[src/rtl/pwm_pkg.sv]
// rtl/pwm_pkg.sv - shared types and helpers for the PWM setpoint path
package pwm_pkg;

    localparam int DEF_WIDTH    = 20;
    localparam int DEF_FRACBITS = 4;

    typedef struct packed {
        logic [DEF_WIDTH-1:0]    int_part;
        logic [DEF_FRACBITS-1:0] frac;
    } duty_word_t;

    typedef enum logic [0:0] {
        IDLE = 1'b0,
        RUN  = 1'b1
    } pwm_state_e;

    // Compare value that corresponds to 100 % duty.
    function automatic logic [31:0] cmp_max(input int period, input int hrbits);
        return 32'((period + 1) << hrbits);
    endfunction

endpackage

[src/rtl/pwm_frac_acc.sv]
// rtl/pwm_frac_acc.sv - first-order fractional accumulator producing the dither carry
module pwm_frac_acc #(
    parameter int FRACBITS = 4
) (
    input  logic                clk,
    input  logic                rst_n,
    input  logic [FRACBITS-1:0] frac,
    input  logic                load,
    input  logic                clr,
    output logic                carry,
    output logic [FRACBITS-1:0] acc
);

    logic [FRACBITS-1:0] acc_q;
    logic [FRACBITS:0]   sum;

    assign sum   = {1'b0, acc_q} + {1'b0, frac};
    assign carry = sum[FRACBITS];
    assign acc   = acc_q;

    // clr dominates so a clamped period discards the accumulated phase.
    always_ff @(posedge clk or negedge rst_n) begin
        if (!rst_n) begin
            acc_q <= '0;
        end else if (clr) begin
            acc_q <= '0;
        end else if (load) begin
            acc_q <= sum[FRACBITS-1:0];
        end
    end

endmodule

[src/rtl/pwm_cmp_dither.sv]
// rtl/pwm_cmp_dither.sv - buffered, dithered compare setpoint reloaded at each PWM period end
module pwm_cmp_dither
    import pwm_pkg::*;
#(
    parameter int WIDTH    = 20,
    parameter int HRBITS   = 3,
    parameter int PERIOD   = 'hff,
    parameter int FRACBITS = 4
) (
    input  logic                      clk,
    input  logic                      rst_n,
    input  logic                      s_valid,
    output logic                      s_ready,
    input  logic [WIDTH+FRACBITS-1:0] s_duty,
    input  logic                      prd_end,
    output logic [WIDTH-1:0]          cmpA,
    output logic                      cmp_update,
    output logic                      sat,
    input  logic                      sat_clr
);

    localparam logic [WIDTH:0] CMP_MAX  = (WIDTH+1)'(cmp_max(PERIOD, HRBITS));
    localparam logic [0:0]     ST_IDLE  = IDLE;
    localparam logic [0:0]     ST_RUN   = RUN;

    logic [WIDTH+FRACBITS-1:0] pend_q;
    logic [WIDTH+FRACBITS-1:0] act_q;
    logic [WIDTH+FRACBITS-1:0] word;
    logic                      pend_v;
    logic                      act_v;
    logic [0:0]                state_q;
    logic [WIDTH-1:0]          word_int;
    logic [FRACBITS-1:0]       word_frac;
    logic [FRACBITS-1:0]       acc_unused;
    logic                      carry;
    logic                      do_update;
    logic                      over;
    logic [WIDTH:0]            raw;

    assign s_ready   = !pend_v;
    assign word      = pend_v ? pend_q : act_q;
    assign word_int  = word[WIDTH+FRACBITS-1:FRACBITS];
    assign word_frac = word[FRACBITS-1:0];
    assign do_update = prd_end && (pend_v || (state_q == ST_RUN && act_v));
    assign raw       = {1'b0, word_int} + {{WIDTH{1'b0}}, carry};
    assign over      = raw > CMP_MAX;

    pwm_frac_acc #(
        .FRACBITS (FRACBITS)
    ) u_acc (
        .clk   (clk),
        .rst_n (rst_n),
        .frac  (word_frac),
        .load  (do_update && !over),
        .clr   (do_update && over),
        .carry (carry),
        .acc   (acc_unused)
    );

    // A word accepted on a boundary cycle only lands in pending; it is applied next boundary.
    always_ff @(posedge clk or negedge rst_n) begin
        if (!rst_n) begin
            pend_q     <= '0;
            pend_v     <= 1'b0;
            act_q      <= '0;
            act_v      <= 1'b0;
            state_q    <= ST_IDLE;
            cmpA       <= '0;
            cmp_update <= 1'b0;
            sat        <= 1'b0;
        end else begin
            cmp_update <= do_update;
            if (s_valid && !pend_v) begin
                pend_q <= s_duty;
                pend_v <= 1'b1;
            end else if (do_update && pend_v) begin
                pend_v <= 1'b0;
            end
            if (do_update) begin
                if (pend_v) begin
                    act_q   <= pend_q;
                    act_v   <= 1'b1;
                    state_q <= ST_RUN;
                end
                cmpA <= over ? CMP_MAX[WIDTH-1:0] : raw[WIDTH-1:0];
            end
            if (do_update && over) begin
                sat <= 1'b1;
            end else if (sat_clr) begin
                sat <= 1'b0;
            end
        end
    end

endmodule

[config.mk]
export PLATFORM = sky130hd
export DESIGN_NAME = pwm_cmp_dither
export DESIGN_NICKNAME = d
export VERILOG_FILES = /design/src/rtl/pwm_pkg.sv /design/src/rtl/pwm_frac_acc.sv /design/src/rtl/pwm_cmp_dither.sv
export SDC_FILE = /design/constraint.sdc
export NUM_CORES = 1
export LEC_CHECK = 0
export CORE_MARGIN = 4
export CORE_UTILIZATION = 50
export CTS_BUF_LIST = sky130_fd_sc_hd__clkbuf_8
export CTS_CLUSTER_SIZE = 8
export DETAILED_ROUTE_END_ITERATION = 10
export PLACE_DENSITY = 0.74
export SYNTH_ARGS = -nofsm -noshare
export SYNTH_HDL_FRONTEND = slang
export SYNTH_SLANG_ARGS = --single-unit
[constraint.sdc]
create_clock -name clk -period 6.1 [get_ports clk]
set_clock_uncertainty 0.2 [all_clocks]
set_input_delay 0.61 -clock clk [delete_from_list [all_inputs] [get_ports clk]]
set_output_delay 0.61 -clock clk [all_outputs]
set_load 0.01 [all_outputs]
Word level (Yosys, flattened, before mapping)
Index checks and enable logic that the tools add are counted.
- logic and storage cells: 31
- input port bits: 29
- register bits: 76
- order comparisons: 1
- reduce and logical (&&, ||, !) cells: 12
- muxes and demuxes: 8
- add/subtract/negate cells: 2
- operator list (operator ; number):
    $mux W24 ; 1
    $add A20 B1 Y21 ; 1
    $gt A21 B12 Y1 const B ; 1
    $mux W20 ; 1
    $mux W4 ; 2
    $reduce_bool A2 Y1 ; 3
    $add A4 B4 Y5 ; 1
    $logic_and A1 B1 Y1 ; 5
    $mux W1 ; 4
    $logic_not A1 Y1 ; 2
    $reduce_and A2 Y1 ; 1
    $logic_or A1 B1 Y1 ; 1

Logic depth before layout (Yosys ltp)
Gate-level depths: netlist (run 1).
- depth after elaboration: 8
- gate-level depth with buffers: 22

By module
Synthesis (run 1) repeated with hierarchy kept, for this count alone.
- cell total of the unflattened synthesis: 356
- area total of the unflattened synthesis: 3936.3 um^2
- modules (own cells, without submodules) (module ; seq. area each (um^2) ; cells each ; area an instance (um^2) ; times used):
    pwm_cmp_dither ; 1801.7 ; 328 ; 3637.2 ; 1
    pwm_frac_acc ; 100.1 ; 28 ; 299.0 ; 1

Worst setup path after synthesis (run 1)
No wires, ideal clock.
- path kind: reg2reg
- from: register pend_v
- to: register u_acc.acc_q[1] (netlist: u_acc.acc[1])
- path buffers: 6
- data required time: 5.799 ns
- path slack: 1.408 ns
- setup time: 0.101 ns
- arrival time: 4.391 ns
- cell stages (with the launch flop): 23
- clock period less this slack: 4.692 ns
- cell sequence: dfrtp_1 -> buf_6 -> buf_4 -> buf_2 -> buf_1 -> mux2_2 -> ha_1 -> inv_1 -> fa_1 -> nor2b_1 -> o21ai_0 -> nand2b_1 -> ha_1 -> ha_1 -> nand4b_1 -> nand2_1 -> clkbuf_1 -> nand3b_1 -> xor2_1 -> nor4_1 -> a21oi_1 -> buf_1 -> o32ai_1
- word-level cells in the longest chain between the ends: 7
- elaborated cells on any way between the ends: 12
- classes of those cells: add/sub: 2; order compare: 1; mux: 3; reduce/logical: 6
- RTL lines (element ; line ; RTL):
    from (decl) ; pwm_cmp_dither.sv:29 ; logic pend_v;
    from (signal assigned) ; pwm_cmp_dither.sv:64 ; pend_v <= 1'b0;
    from (signal assigned) ; pwm_cmp_dither.sv:75 ; pend_v <= 1'b1;
    from (signal assigned) ; pwm_cmp_dither.sv:77 ; pend_v <= 1'b0;
    $mux W24 (*) ; -- ;
    net u_acc.frac[0] ; pwm_frac_acc.sv:7 ; input logic [FRACBITS-1:0] frac,
    $add A4 B4 Y5 (*) ; pwm_frac_acc.sv:17 ; assign sum = {1'b0, acc_q} + {1'b0, frac};
    $add A20 B1 Y21 ; pwm_cmp_dither.sv:45 ; assign raw = {1'b0, word_int} + {{WIDTH{1'b0}}, carry};
    $gt A21 B12 Y1 ; pwm_cmp_dither.sv:46 ; assign over = raw > CMP_MAX;
    $logic_not A1 Y1 ; pwm_cmp_dither.sv:54 ; .load (do_update && !over),
    $logic_and A1 B1 Y1 ; pwm_cmp_dither.sv:54 ;
    $reduce_bool A2 Y1 (no line) ; -- ;
    to (signal assigned) ; pwm_frac_acc.sv:28 ; acc_q <= sum[FRACBITS-1:0];
    to (decl) ; pwm_frac_acc.sv:14 ; logic [FRACBITS-1:0] acc_q;
Mark *: on every way through the listed nets, which the timed path passes. The rest lies on a longest branch. The select of a mux whose other input is x is not followed.
A chain may end at the register's enable or synchronous reset.

Final worst setup path (run 1)
- from: register pend_v
- to: register u_acc.acc_q[1] (netlist: u_acc.acc[1])
- word-level cells in the longest chain between the ends: 7
- elaborated cells on any way between the ends: 12
- classes of those cells: add/sub: 2; order compare: 1; mux: 3; reduce/logical: 6
- RTL lines (element ; line):
    $mux W24 (*) ; --
    net u_acc.frac[2] ; pwm_frac_acc.sv:7
    $add A4 B4 Y5 (*) ; pwm_frac_acc.sv:17
    $add A20 B1 Y21 (*) ; pwm_cmp_dither.sv:45
    $gt A21 B12 Y1 (*) ; pwm_cmp_dither.sv:46
    $logic_not A1 Y1 ; pwm_cmp_dither.sv:54
    $logic_and A1 B1 Y1 ; pwm_cmp_dither.sv:54
    $reduce_bool A2 Y1 (no line) ; --
Marks and branches as above.

==> results.tsv, run 1 <==
metric	value	unit
start_util	51.8	%
wl	7870	µm
cts_resized	0	
holdWs	0.196	ns
ys.flop_type	dfrtp_1	
cp.buffers_inverters	1	
cp_common_cell	ha_1	
post-route-min-period	4.72	ns
grt_max_degree	77	
fin_setup_tns	0	ns
required	6.15	ns
crit_chain	buf_4 > mux2_2 > ha_1 > nor2b_1 > o21ai_0 > nand2b_1 > ha_1 > ha_1 > nand4b_1 > nand2_1 > nand2_1 > or4_1 > a211oi_2 > nand3_2 > o32ai_1	
die_y	95.2	µm
switching_share	31.9	%
die_w	95.2	µm
hold_path.class	primary input to async pin	
final_common_cell	dfrtp_1	
p_clk_share	26.5	%
num_vias	2756	
p_comb_share	27.0	%
clock-sinks	76	
rows	31	
num-nets-final	428	
ys_warn_count	0	
path_class	register to register	
dp_hpwl	5450	µm
drc	0	
async_flop_share	100	%
num_antenna_cells	0	
setup_ws	1.38	ns
layout_common_cells	dfrtp_1, nand2_1, clkdlybuf4s50_1	
power_density	318	mW/mm²
globalRouteOverflowTotal	0	
synth_edf_count	0	
place_ws	1.39	ns
htreeDepth	3	
synth_area	0.00380	mm²
clock_path_buffers	2	
layout-drive-gt1-share	19.4	%
finish.utilization	62.7	%
ys_seq_elements	76	
p_leak	1.98	nW
via_per_inst	5.56	
crit_slowest_cell	or4_1	
hold_viol	0	
max_slew_margin	37.5	%
drt-initial-drc-count	135	
tritoncts	yes	
grt_pass1_wl	13600	µm
start_kind	register	
cts_setup_buffers	0	
internal_power	0.997	mW
wire_per_inst	15.9	µm
clkTransAtPathRegs	0.07	ns
seq_power_share	46.5	%
crit_family	simple AND/OR/NAND/NOR gates	
cp_max_fo	15	
ir_worst_vdd	0.170	mV
synthDistinctLibCells	51	
grt_use_total	19.6	%
area_growth	21.0	%
core_area	0.00733	mm²
arrival	4.78	ns
worst_pin_slew	0.937	ns
gp_congestion	0.855	
numCtsBuffers	9	
grt_pass1_vias	2856	
synthCells	341	
ios	52	
synth.avg_cell_area	11.1	µm²
maxSlewViolCount	0	
setup_violations	0	
drv_cap	0	
power	1.46	mW
period_share	77.4	%
status	finished, final reports clean	
critPathCaptureType	register	
crit_path_max_incr_delay	0.58	ns
fp.dieArea	0.00906	mm²
antenna_left	0	
yosysSeqAreaShare	50.0	%
grt_setup_unrepaired	no	
root_buffer	clkbuf_8	
clk_latency	0.35	ns
antenna_found_initial	0	
cts_hold_buffers	0	
firstDrtPassIters	4	
syn-num-nets	377	
p_switching	0.467	mW
numPortBuffers	51	
max_freq	212	MHz
[cells by family after synthesis]
group / share of synthesized area [%]
DFF: 50.0
and+or+nand+nor: 14.9
xor gates and xnor gates: 3.23
muxes: 15.6
buffers and inverters: 3.13
AOI/OAI and AO/OA: 10.7
adders and majority gates: 2.50
[layer usage]
layer  up-vias  global-route usage [%]  part of all wire [%]  wire, µm
li1       1310                       -                     -         -
met1      1359                    24.4                    44      3450
met2        67                    31.5                    47      3730
met3        20                    5.21                   5.3       417
met4         0                    9.38                   3.4       269
met5         -                       0                     0         0
[power by group through the flow]
stage / sequential [mW] / clock [mW] / combinational (mW)
detailed placement: 0.689 / 0 / 0.398
global route: 0.693 / 0.421 / 0.447
finish: 0.681 / 0.387 / 0.396
floorplan: 0.664 / 0 / 0.301
global placement: 0.685 / 0 / 0.383
CTS: 0.681 / 0.395 / 0.400
[flip-flops by register name (all words and copies together) (netlist names)]
name / flops
act_q: 24
cmpA: 20
cmp_update: 1
pend_q: 24
pend_v: 1
sat: 1
state_q: 1
u_acc.acc: 4
[worst paths after layout]
path | start | end | slack (ns) | cells past startpoint
worst max register to register | pend_v$_DFFE_PN0P_ | u_acc.acc[1]$_DFFE_PN0P_ | 1.38 | 15
worst max-delay path | pend_v$_DFFE_PN0P_ | u_acc.acc[1]$_DFFE_PN0P_ | 1.38 | 15
min in group clk | act_q[4]$_DFFE_PN0P_ | act_q[4]$_DFFE_PN0P_ | 0.28 | 2
worst min register to register | act_q[4]$_DFFE_PN0P_ | act_q[4]$_DFFE_PN0P_ | 0.28 | 2
max in group asynchronous | rst_n | pend_q[23]$_DFFE_PN0P_ | 4.90 | 1
worst min-delay path | rst_n | pend_q[4]$_DFFE_PN0P_ | 0.20 | 1
[cell usage after synthesis, types with 4 or more instances]
cell type  number  area [µm²]
o21ai_0        14        70.1
xor2_1          9        78.8
nor2b_1         4        25.0
o31ai_1         8        60.1
clkbuf_1        9        33.8
xnor2_1         5        43.8
o31ai_2         6        75.1
mux2i_1        13         130
mux2_2         41         462
dfrtp_1        76        1900
and2_1          8        50.1
ha_1            6        75.1
nand3b_1        5        37.5
nand2_1        60         225
a21oi_1         8        40.0
nand3_1        10        50.1
inv_1           9        33.8
[metrics by stage]
| stage | std cells | cell area [µm²] |
|---|---|---|
| 2_1_floorplan | 341 | 3800 |
| 3_3_place_gp | 480 | 4400 |
| 3_5_place_dp | 480 | 4400 |
| 4_1_cts | 496 | 4600 |
| 5_1_grt | 496 | 4600 |
| 6_report | 496 | 4600 |
[layout make-up]
cell class | instances | area, µm²
clock inverters | 5 | 50.0
repair buffers | 57 | 553
flip-flops and latches | 76 | 1900
clock buffers | 11 | 151
fillers | 607 | 2730
inverters | 9 | 33.8
multi-input cells | 239 | 1790
well taps | 99 | 124
No activity file was read; power rests on OpenSTA's default activity.
==> run 2: changes to the inputs <==
==> constraint.sdc (replaced) <==
create_clock -name clk -period 4.7 [get_ports clk]
set_clock_uncertainty 0.2 [all_clocks]
set_input_delay 0.47 -clock clk [delete_from_list [all_inputs] [get_ports clk]]
set_output_delay 0.47 -clock clk [all_outputs]
set_load 0.01 [all_outputs]
==> run 2 against run 1 <==
Sequential power grew 29%. Sequential share of layout area down 0.22 points. Critical path depth up 1. Critical endpoint unchanged. Largest power group unchanged.
==> results.tsv, run 2 (synthesized netlist as in run 1, its figures left out) <==
metric	value	unit
crit_slowest_cell	or4_1	
hold_path.class	primary input to async pin	
cts_hold_buffers	0	
numCtsBuffers	9	
max_freq	224	MHz
arrival	4.49	ns
maxSlewViolCount	0	
dp_hpwl	5320	µm
holdWs	0.0729	ns
crit_family	simple AND/OR/NAND/NOR gates	
root_buffer	clkbuf_8	
layout-drive-gt1-share	19.8	%
drt-initial-drc-count	143	
firstDrtPassIters	5	
critPathCaptureType	register	
die_w	95.2	µm
crit_path_max_incr_delay	0.56	ns
design_area	0.00462	mm²
htreeDepth	3	
final_common_cell	dfrtp_1	
p_leak	1.99	nW
globalRouteOverflowTotal	0	
drv_cap	0	
period_share	94.9	%
worst_pin_slew	0.907	ns
tritoncts	yes	
grt_use_total	18.3	%
layout_common_cells	dfrtp_1, nand2_1, clkdlybuf4s50_1	
start_util	51.8	%
numPortBuffers	51	
path_class	register to register	
power	1.89	mW
cp.buffers_inverters	1	
area_growth	21.7	%
clk_latency	0.34	ns
status	finished, final reports clean	
fp.dieArea	0.00906	mm²
via_per_inst	5.51	
max_slew_margin	39.5	%
hold_viol	0	
num_antenna_cells	0	
gp_congestion	0.836	
required	4.74	ns
num_vias	2742	
clock_path_buffers	2	
antenna_found_initial	0	
fin_setup_tns	0	ns
antenna_left	0	
ir_worst_vdd	0.225	mV
place_ws	0.0808	ns
num-nets-final	430	
die_y	95.2	µm
start_kind	register	
clkTransAtPathRegs	0.08	ns
cp_common_cell	ha_1	
grt_pass1_wl	12900	µm
wl	7580	µm
wire_per_inst	15.2	µm
ios	52	
grt_setup_unrepaired	no	
core_area	0.00733	mm²
cp_max_fo	15	
setup_violations	0	
cts_setup_buffers	0	
clock-sinks	76	
placed_area	0.00441	mm²
rows	31	
post-route-min-period	4.46	ns
drc	0	
n_fill_cell	568	
grt_pass1_vias	2814	
grt_max_degree	77	
reg.largest.list	act_q: 24 flops, pend_q: 24 flops, cmpA: 20 flops	
power_density	409	mW/mm²
setup_ws	0.242	ns
crit_chain	mux2_2 > ha_1 > inv_1 > fa_1 > nor2b_1 > o21ai_0 > nand2b_1 > ha_1 > ha_1 > nand4b_1 > nand2_1 > nand2_1 > or4_1 > a211oi_2 > nand3_4 > o32ai_1	
==> run 2: cell type report <==
| cell class | count | area, µm² | share of cell area (%) |
|---|---|---|---|
| flip-flops and latches | 76 | 1900 | 41.1 |
| multi-input cells | 239 | 1800 | 38.9 |
| repair buffers | 59 | 568 | 12.3 |
| clock buffers | 10 | 138 | 2.98 |
| well taps | 99 | 124 | 2.68 |
| clock inverters | 6 | 61.3 | 1.33 |
| inverters | 9 | 33.8 | 0.731 |
==> run 2: routing by layer <==
metal / global-route usage, % / share of wire (%)
met1: 22.8 / 45
met2: 30.3 / 49
met3: 5.21 / 4.9
met4: 6.61 / 1.6
met5: 0 / 0
==> run 2: worst paths after layout <==
check                                      start  cells past startpoint  slack [ns]                  endpoint
setup / recovery              pend_v$_DFFE_PN0P_                     16        0.24  u_acc.acc[1]$_DFFE_PN0P_
hold / removal                             rst_n                      1        0.07       state_q$_DFFE_PN0P_
setup reg to reg              pend_v$_DFFE_PN0P_                     16        0.24  u_acc.acc[1]$_DFFE_PN0P_
hold reg to reg            act_q[21]$_DFFE_PN0P_                      2        0.28     act_q[21]$_DFFE_PN0P_
max in group asynchronous                  rst_n                      1        3.66     pend_q[9]$_DFFE_PN0P_
min in group clk           act_q[21]$_DFFE_PN0P_                      2        0.28     act_q[21]$_DFFE_PN0P_
==> run 2: repair_timing <==
item	CTS	global route
hold endpoints to repair	0	0
endpoints found under the setup margin	0	15
gates resized for setup	0	2
==> run 2: report_power, final <==
| part | switching (mW) | total [mW] | internal [mW] | leakage [nW] |
|---|---|---|---|---|
| combinational | 0.272 | 0.518 | 0.246 | 0.934 |
| sequential | 0.100 | 0.879 | 0.779 | 0.947 |
| clock | 0.235 | 0.495 | 0.260 | 0.108 |
| total | 0.608 | 1.89 | 1.28 | 1.99 |
==> run 2: stage by stage <==
step	cells	utilization, %
after CTS	498	62.9
after detailed placement	482	60.2
after global placement	482	60.2
final	498	63.1
after floorplan	341	-
after global routing	498	63.1
